<file path="src/rtl/spi_axi_pkg.sv">
// Shared types and frame constants for the SPI slave frame decoder.
// Keeps the state encoding and field positions in one place for the decoder and its bench.
package spi_axi_pkg;

   typedef enum logic [2:0] {
      ST_IDLE,
      ST_CMD,
      ST_WDATA,
      ST_DUMMY,
      ST_RDATA,
      ST_DONE,
      ST_WAIT_CS
   } state_e;

   localparam int C_CMD_BITS  = 16;
   localparam int C_DATA_BITS = 32;
   localparam int C_RNW_BIT   = 15;
   localparam int C_ADDR_BITS = 12;

endpackage

</file>
<file path="src/rtl/spi_axi_sync.sv">
// N-stage synchroniser for one asynchronous input, with rising/falling edge
// detection taken from the last stage and its one-cycle delayed copy.
module spi_axi_sync #(
   parameter int C_STAGES = 2
) (
   input  logic clk_i,
   input  logic srst_i,
   input  logic d_i,
   output logic q_o,
   output logic rise_o,
   output logic fall_o
);

   logic [C_STAGES-1:0] sync_q;
   logic                prev_q;

   // Reset to 0 so a chip select held low across reset never looks deselected.
   always_ff @(posedge clk_i) begin
      if (srst_i) begin
         sync_q <= '0;
         prev_q <= 1'b0;
      end else begin
         sync_q <= {sync_q[C_STAGES-2:0], d_i};
         prev_q <= sync_q[C_STAGES-1];
      end
   end

   assign q_o    = sync_q[C_STAGES-1];
   assign rise_o = q_o & ~prev_q;
   assign fall_o = ~q_o & prev_q;

endmodule

</file>
<file path="src/rtl/spi_axi_frame.sv">
// SPI mode-0 slave frame decoder oversampled in the AXI clock domain: turns
// command/data frames into single-cycle write/read pulses and serves read data on MISO.
module spi_axi_frame
   import spi_axi_pkg::*;
#(
   parameter int C_SYNC_STAGES = 2,
   parameter int C_DUMMY_BITS  = 8
) (
   input  logic                   aclk,
   input  logic                   areset,
   input  logic                   spi_sck,
   input  logic                   spi_cs_n,
   input  logic                   spi_mosi,
   output logic                   spi_miso,
   output logic [C_ADDR_BITS-1:0] axi_wr_addr,
   output logic [C_DATA_BITS-1:0] axi_wr_data,
   output logic                   axi_wr_en,
   output logic [C_ADDR_BITS-1:0] axi_rd_addr,
   output logic                   axi_rd_en,
   input  logic [C_DATA_BITS-1:0] axi_rd_data,
   output logic                   stat_spi_frame_err
);

   localparam logic [5:0] C_LAST_CMD   = 6'(C_CMD_BITS - 1);
   localparam logic [5:0] C_LAST_DATA  = 6'(C_DATA_BITS - 1);
   localparam logic [5:0] C_LAST_DUMMY = 6'(C_DUMMY_BITS - 1);

   logic sck_rise, sck_fall, sck_s_unused;
   logic cs_s, cs_rise_unused, cs_fall_unused;
   logic mosi_s, mosi_rise_unused, mosi_fall_unused;

   spi_axi_sync #(.C_STAGES(C_SYNC_STAGES)) u_sync_sck (
      .clk_i(aclk), .srst_i(areset), .d_i(spi_sck),
      .q_o(sck_s_unused), .rise_o(sck_rise), .fall_o(sck_fall)
   );
   spi_axi_sync #(.C_STAGES(C_SYNC_STAGES)) u_sync_cs (
      .clk_i(aclk), .srst_i(areset), .d_i(spi_cs_n),
      .q_o(cs_s), .rise_o(cs_rise_unused), .fall_o(cs_fall_unused)
   );
   spi_axi_sync #(.C_STAGES(C_SYNC_STAGES)) u_sync_mosi (
      .clk_i(aclk), .srst_i(areset), .d_i(spi_mosi),
      .q_o(mosi_s), .rise_o(mosi_rise_unused), .fall_o(mosi_fall_unused)
   );

   state_e                 state_q, state_d;
   logic [5:0]             cnt_q, cnt_d, cnt_inc;
   logic [C_DATA_BITS-1:0] sr_q, sr_d;
   logic [C_DATA_BITS-1:0] rd_sr_q, rd_sr_d;
   logic [C_ADDR_BITS-1:0] addr_q, addr_d;
   logic [C_ADDR_BITS-1:0] wr_addr_q, wr_addr_d, rd_addr_q, rd_addr_d;
   logic [C_DATA_BITS-1:0] wr_data_q, wr_data_d;
   logic                   wr_en_q, wr_en_d, rd_en_q, rd_en_d;
   logic                   err_q, err_d, miso_q, miso_d;

   assign cnt_inc = cnt_q + 6'd1;

   always_ff @(posedge aclk) begin
      if (areset) begin
         state_q   <= ST_WAIT_CS;
         cnt_q     <= '0;
         sr_q      <= '0;
         rd_sr_q   <= '0;
         addr_q    <= '0;
         wr_addr_q <= '0;
         wr_data_q <= '0;
         rd_addr_q <= '0;
         wr_en_q   <= 1'b0;
         rd_en_q   <= 1'b0;
         err_q     <= 1'b0;
         miso_q    <= 1'b0;
      end else begin
         state_q   <= state_d;
         cnt_q     <= cnt_d;
         sr_q      <= sr_d;
         rd_sr_q   <= rd_sr_d;
         addr_q    <= addr_d;
         wr_addr_q <= wr_addr_d;
         wr_data_q <= wr_data_d;
         rd_addr_q <= rd_addr_d;
         wr_en_q   <= wr_en_d;
         rd_en_q   <= rd_en_d;
         err_q     <= err_d;
         miso_q    <= miso_d;
      end
   end

   always_comb begin
      state_d   = state_q;
      cnt_d     = cnt_q;
      sr_d      = sr_q;
      rd_sr_d   = rd_sr_q;
      addr_d    = addr_q;
      wr_addr_d = wr_addr_q;
      wr_data_d = wr_data_q;
      rd_addr_d = rd_addr_q;
      wr_en_d   = 1'b0;
      rd_en_d   = 1'b0;
      err_d     = 1'b0;
      miso_d    = 1'b0;
      case (state_q)
         ST_WAIT_CS: if (cs_s) state_d = ST_IDLE;
         ST_IDLE: begin
            if (!cs_s) begin
               state_d = ST_CMD;
               cnt_d   = '0;
            end
         end
         ST_DONE: if (cs_s) state_d = ST_IDLE;
         default: begin
            // Deselect wins over any SCK edge seen in the same cycle.
            if (cs_s) begin
               state_d = ST_IDLE;
               err_d   = 1'b1;
            end else begin
               case (state_q)
                  ST_CMD: begin
                     if (sck_rise) begin
                        sr_d = {sr_q[C_DATA_BITS-2:0], mosi_s};
                        if (cnt_q == C_LAST_CMD) begin
                           cnt_d  = '0;
                           addr_d = {sr_q[C_ADDR_BITS-2:0], mosi_s};
                           if (sr_q[C_RNW_BIT-1]) begin
                              state_d   = ST_DUMMY;
                              rd_addr_d = {sr_q[C_ADDR_BITS-2:0], mosi_s};
                              rd_en_d   = 1'b1;
                           end else begin
                              state_d = ST_WDATA;
                           end
                        end else begin
                           cnt_d = cnt_inc;
                        end
                     end
                  end
                  ST_WDATA: begin
                     if (sck_rise) begin
                        sr_d = {sr_q[C_DATA_BITS-2:0], mosi_s};
                        if (cnt_q == C_LAST_DATA) begin
                           state_d   = ST_DONE;
                           wr_addr_d = addr_q;
                           wr_data_d = {sr_q[C_DATA_BITS-2:0], mosi_s};
                           wr_en_d   = 1'b1;
                        end else begin
                           cnt_d = cnt_inc;
                        end
                     end
                  end
                  ST_DUMMY: begin
                     if (sck_rise) begin
                        if (cnt_q == C_LAST_DUMMY) begin
                           state_d = ST_RDATA;
                           cnt_d   = '0;
                           rd_sr_d = axi_rd_data;
                        end else begin
                           cnt_d = cnt_inc;
                        end
                     end
                  end
                  ST_RDATA: begin
                     miso_d = miso_q;
                     if (sck_fall) begin
                        miso_d  = rd_sr_q[C_DATA_BITS-1];
                        rd_sr_d = {rd_sr_q[C_DATA_BITS-2:0], 1'b0};
                     end
                     if (sck_rise) begin
                        if (cnt_q == C_LAST_DATA) begin
                           state_d = ST_DONE;
                           miso_d  = 1'b0;
                        end else begin
                           cnt_d = cnt_inc;
                        end
                     end
                  end
                  default: ;
               endcase
            end
         end
      endcase
   end

   assign spi_miso           = miso_q;
   assign axi_wr_addr        = wr_addr_q;
   assign axi_wr_data        = wr_data_q;
   assign axi_wr_en          = wr_en_q;
   assign axi_rd_addr        = rd_addr_q;
   assign axi_rd_en          = rd_en_q;
   assign stat_spi_frame_err = err_q;

endmodule

</file>
<file path="config.mk">
export PLATFORM = sky130hd
export DESIGN_NAME = spi_axi_frame
export DESIGN_NICKNAME = d
export VERILOG_FILES = /design/src/rtl/spi_axi_pkg.sv /design/src/rtl/spi_axi_sync.sv /design/src/rtl/spi_axi_frame.sv
export SDC_FILE = /design/constraint.sdc
export NUM_CORES = 1
export LEC_CHECK = 0
export ABC_AREA = 1
export CAP_MARGIN = 20
export CORE_MARGIN = 5
export CORE_UTILIZATION = 60
export CTS_BUF_LIST = sky130_fd_sc_hd__clkbuf_8
export CTS_CLUSTER_SIZE = 10
export DETAILED_ROUTE_END_ITERATION = 16
export GPL_TIMING_DRIVEN = 0
export PLACE_DENSITY = 0.95
export SYNTH_ARGS = -nofsm -noshare
export SYNTH_HDL_FRONTEND = slang
export SYNTH_SLANG_ARGS = --single-unit
</file>
<file path="constraint.sdc">
create_clock -name aclk -period 3.05 [get_ports aclk]
set_input_delay 0.305 -clock aclk [delete_from_list [all_inputs] [get_ports aclk]]
set_output_delay 0.305 -clock aclk [all_outputs]
set_load 0.01 [all_outputs]
</file>
# Word-level counts from Yosys, hierarchy flattened
# Cells that the tools add are included.
# totals
register_bits,151
in_bits,37
# op_classes
add_sub_neg,1
eq_ne,24
mux,32
n_bitwise,12
n_reduce_logical,19
# ops
op,count
32-bit two-way mux,3
32-bit case mux with 2 select lines,1
6-bit two-way mux,8
3-bit two-way mux,9
6-bit case mux with 3 select lines,1
"4-bit by 3-bit inequality test with 1-bit output, second input constant",4
6-bit case mux with 2 select lines,1
6-bit AND reduction,2
1-bit NOT,10
5-bit AND reduction,2
"3-bit equality test, second input constant",3
3-bit case mux with 3 select lines,1
9-bit AND reduction,1
"2-bit inequality test, second input constant",4
"4-bit by 1-bit inequality test with 1-bit output, second input constant",2
8-bit OR reduction,1
1-bit two-way mux,7
7-bit AND reduction,1
7-bit OR reduction,1
"6-bit by 1-bit adder with 6-bit output, second input constant",1
"3-bit by 2-bit equality test with 1-bit output, second input constant",2
"6-bit by 3-bit equality test with 1-bit output, second input constant",1
"6-bit by 4-bit equality test with 1-bit output, second input constant",1
"6-bit by 5-bit equality test with 1-bit output, second input constant",1
16 further kinds,20

# Longest topological paths before layout
# depth
depth_word,6
ltp_mapped,11
depth_no_buf,11

# By module
# Synthesis repeated with hierarchy kept, for this count alone.
# hier_totals
cells_unflattened,839
hier_area_um2,6187.2
# by_module_without_submodules
mod,instances,cells_per_inst,area_per_inst_um2,seq_area_each_um2
spi_axi_frame,1,803,5905.7,2882.8
spi_axi_sync,3,12,93.8,60.1

# Worst setup path before layout
# No wires, ideal clock.
# synth_path
path_type,register to register
from,register cnt_q[0]
to,register addr_q[3]
setup_ns,0.070
arrival_time_ns,1.470
required_ns,2.980
slack_ns,1.510
stages_incl_launch_ff,9
period_less_slack_ns,1.540
cell_sequence,dfxtp_1 -> ha_1 -> nand2_1 -> nor2_2 -> nand3_1 -> nor3_2 -> buf_2 -> o21ai_0 -> a21oi_1
# synth_between
elab_chain_cells,2
# synth_rtl
item,line,source
start: declaration,spi_axi_frame.sv:46,"logic [5:0] cnt_q, cnt_d, cnt_inc;"
start signal: assignment,spi_axi_frame.sv:73,cnt_q <= cnt_d;
6-bit by 4-bit equality test with 1-bit output,spi_axi_frame.sv:119,if (cnt_q == C_LAST_CMD) begin
5-bit AND reduction (no source line),-,
end signal: assignment,spi_axi_frame.sv:76,addr_q <= addr_d;
end: declaration,spi_axi_frame.sv:49,"logic [C_ADDR_BITS-1:0] addr_q, addr_d;"
# No other way between the ends.
# A chain may end at the register's enable or synchronous reset.

# Worst setup path in the final report
# layout_path
from,register cnt_q[1]
to,register addr_q[9]
# The elaborated chain is that of the path after synthesis.

==> flow_summary_export.csv <==
group,metric,value,unit
cts,postCtsHoldBufs,0,
finish,num-nets-final,1062,
global_route,grt_use_total,23.8,%
yosys,netlist_top_cells_count,"nor2_1 (228), nand2_1 (215), dfxtp_1 (151)",
finish,diodes,0,
timing,tightest_slew,0.641,ns
placement,dpl.hpwl,10400,um
timing,fin_crit_sh,63.7,%
cts,path_clk_slew,0.09,ns
yosys,synth_top_area_share,48.4,%
global_route,grt_max_degree,17,
pwr,power_frac_comb,9.0,%
pwr,pwr-share-clk,39.2,%
global_route,grt_overflow,0,
timing,period_needed,1.94,ns
cts,clock_latency,0.44,ns
global_route,grt_pass1_vias,5690,
timing,fmaxAchievable,0.515,GHz
pwr,seqPwrFrac,51.9,%
setup_path,end_kind,"register",
cts,clockBufferDepth,2,
finish,nFillCells,752,
pwr,p_int,2840,uW
yosys,ys_top_cells_by_area,"dfxtp_1 (48%), nor2_1 (14%), nand2_1 (13%), o21ai_0 (8.0%), inv_1 (4.2%)",
yosys,syn_nets,947,
setup_path,required,3.42,ns
status,outcome,"completed",
floorplanning,die_w,112,um
yosys,yosys_warnings,0,
yosys,synth_ff_type,"dfxtp_1",
routing,wirelength,14900,um
cts,cts_tree,"yes",
setup_path,path_cells,"ha_1, nand2_1, nor2_2, nand3_1, nor3_2, buf_2, o21ai_0, a21oi_1",
timing,slew_violations,0,
routing,vias_per_cell,5.15,
floorplanning,placementRows,37,
global_route,antenna_found_initial,0,
setup_path,worstPathArrival,2.31,ns
yosys,yosysSeqAreaShare,48.4,%
finish,area_growth,24.5,%
routing,drc,0,
timing,setup_viol,0,
setup_path,crit_slowest_cell,"dfxtp_1",
cts,cts_buffers,17,
yosys,netlist_area,6240,sq um
cts,ctsRootBufferMaster,"clkbuf_8",
timing,rsz0062_at_grt,"false",
worst_hold_path,hold_class,"input port to register",
pwr,p_leak,0.00336,uW
cts,cts_max_level,4,
floorplanning,core_area,10200,sq um
floorplanning,die_y,112,um
routing,ant_nets,0,
floorplanning,dieArea,12500,sq um
yosys,synth_cells,909,
pwr,swShare,26.5,%
pwr,ir_worst_vdd,0.289,mV
yosys,async_flop_share,0,%
yosys,yosys.area.top_type,"dfxtp_1",
yosys,synth.most_common_cell,"nor2_1",
setup_path,start_kind,"register",
timing,hold_violations,0,
yosys,synth.distinct_cells,27,
placement,io_buffers,96,
yosys,ys_seq_elements,151,
finish,multiInputGateArea,2680,sq um
pwr,power.switching,1020,uW
setup_path,crit_type,"register to register",
finish,utilization,75.9,%
flow_run,drv_cap,0,
cts,cts_setup_buffers,0,
pwr,p_per_area,497,nW/um^2
floorplanning,io_pins,97,
finish,regArea,3020,sq um
routing,drtPass1Iterations,5,
setup_path,path_delay_family,"simple AND/OR/NAND/NOR gates",
placement,place.gp.congestion,0.896,
finish,layout-drive-gt1-share,6.46,%
routing,wl_per_cell,12.7,um
yosys,synth-edff-count,0,
setup_path,cpPeakStageDelay,0.37,ns
pwr,finalPower,3860,uW
cts,cts-resized-gates,0,
timing,setup_tns,0,ns
routing,dr_total_vias,6045,
yosys,synth.avg_cell_area,6.87,sq um
setup_path,cp_num_buf_inv,1,
global_route,grt_first_pass_wirelength,25200,um
floorplanning,initial_utilization,61.0,%
timing,fin_skew,0.0121,ns
routing,first_iter_violations,472,
setup_path,critical_path_peak_fanout,10,
cts,clkSinkCount,151,
timing,timing.slew.headroom,57.3,%
[flip-flops by register name (all words and copies together), names as in the netlist]
register	count
axi_wr_addr	12
u_sync_mosi.sync_q	2
axi_rd_addr	12
u_sync_sck.sync_q	2
stat_spi_frame_err	1
rd_sr_q	32
axi_wr_data	32
u_sync_sck.prev_q	1
cnt_q	6
spi_miso	1
u_sync_cs.sync_q	2
state_q	3
sr_q	31
axi_wr_en	1
addr_q	12
axi_rd_en	1
[metal layers]
layer / share of wire, % / up-vias / track usage (%)
met2: 48 / 244 / 39.9
met4: 2.7 / 0 / 10.1
met3: 6.8 / 45 / 5.16
met1: 43 / 2698 / 29.6
li1: - / 3058 / -
met5: 0 / - / 0
[power by group through the flow]
stage | Clock [uW] | Combinational [uW] | Sequential, uW
floorplan | 0 | 233 | 2050
global placement | 0 | 329 | 2050
detailed placement | 0 | 340 | 2050
CTS | 1530 | 345 | 2000
global route | 1600 | 391 | 2010
finish | 1510 | 347 | 2000
[per-stage QoR]
step | cells | setup WS, ns | area, sq um | hold WS [ns]
6_report | 1173 | 1.11 | 7770 | 0.374
2_1_floorplan | 909 | 1.51 | 6240 | 0.384
4_1_cts | 1173 | 1.15 | 7770 | 0.362
3_3_place_gp | 1141 | 0.885 | 7370 | 0.389
3_5_place_dp | 1141 | 0.846 | 7370 | 0.395
5_1_grt | 1173 | 0.949 | 7770 | 0.372
[layout by cell type, fill, tap and decap left out, types with 2 or more instances in the layout]
cell,instances
inv_1,70
nand3_1,21
clkbuf_8,19
clkinv_2,2
buf_6,6
nor3_1,17
nor2_1,228
o21ai_0,100
nand2_2,4
dfxtp_1,151
nand4_1,5
nand2_1,215
inv_2,4
buf_1,2
nor2_2,3
buf_4,4
inv_8,3
buf_2,10
clkinv_1,2
inv_6,5
clkdlybuf4s50_1,96
a21oi_1,31
clkbuf_1,27
[worst paths after layout]
kind	startpoint	end	slack [ns]	cells past startpoint
max	cnt_q[1]	addr_q[9]	1.11	8
min reg2reg	u_sync_sck.sync_q[0]	u_sync_sck.sync_q[1]	0.40	2
max reg2reg	cnt_q[1]	addr_q[9]	1.11	8
min	spi_cs_n	u_sync_cs.sync_q[0]	0.37	3
[layout make-up]
cell class,count,share of cell area (%)
buffer,49,3.30
clock buffer,19,3.37
clock inverter,13,1.72
inverter,76,3.67
multi-input combinational,633,34.5
sequential,151,38.9
tap,136,2.19
timing repair buffer,96,12.4
[logic make-up (layout without fill, tap and decap cells)]
family,Yosys count,count (layout),share of synthesized area (%)
compound gates,132,132,10.6
fa+ha+maj,1,1,0.200
buf+inv,125,253,8.68
flops,151,151,48.4
mux,1,1,0.160
simple gates,499,499,31.9
[worst register-to-register path: cells and delay by family (launching register included)]
kind / cells / cell delay (ns)
compound gates: 2 / 0.27
fa+ha+maj: 1 / 0.18
buf+inv: 1 / 0.26
flops: 1 / 0.37
simple gates: 4 / 0.80
Power figures use the tool's default switching activity.
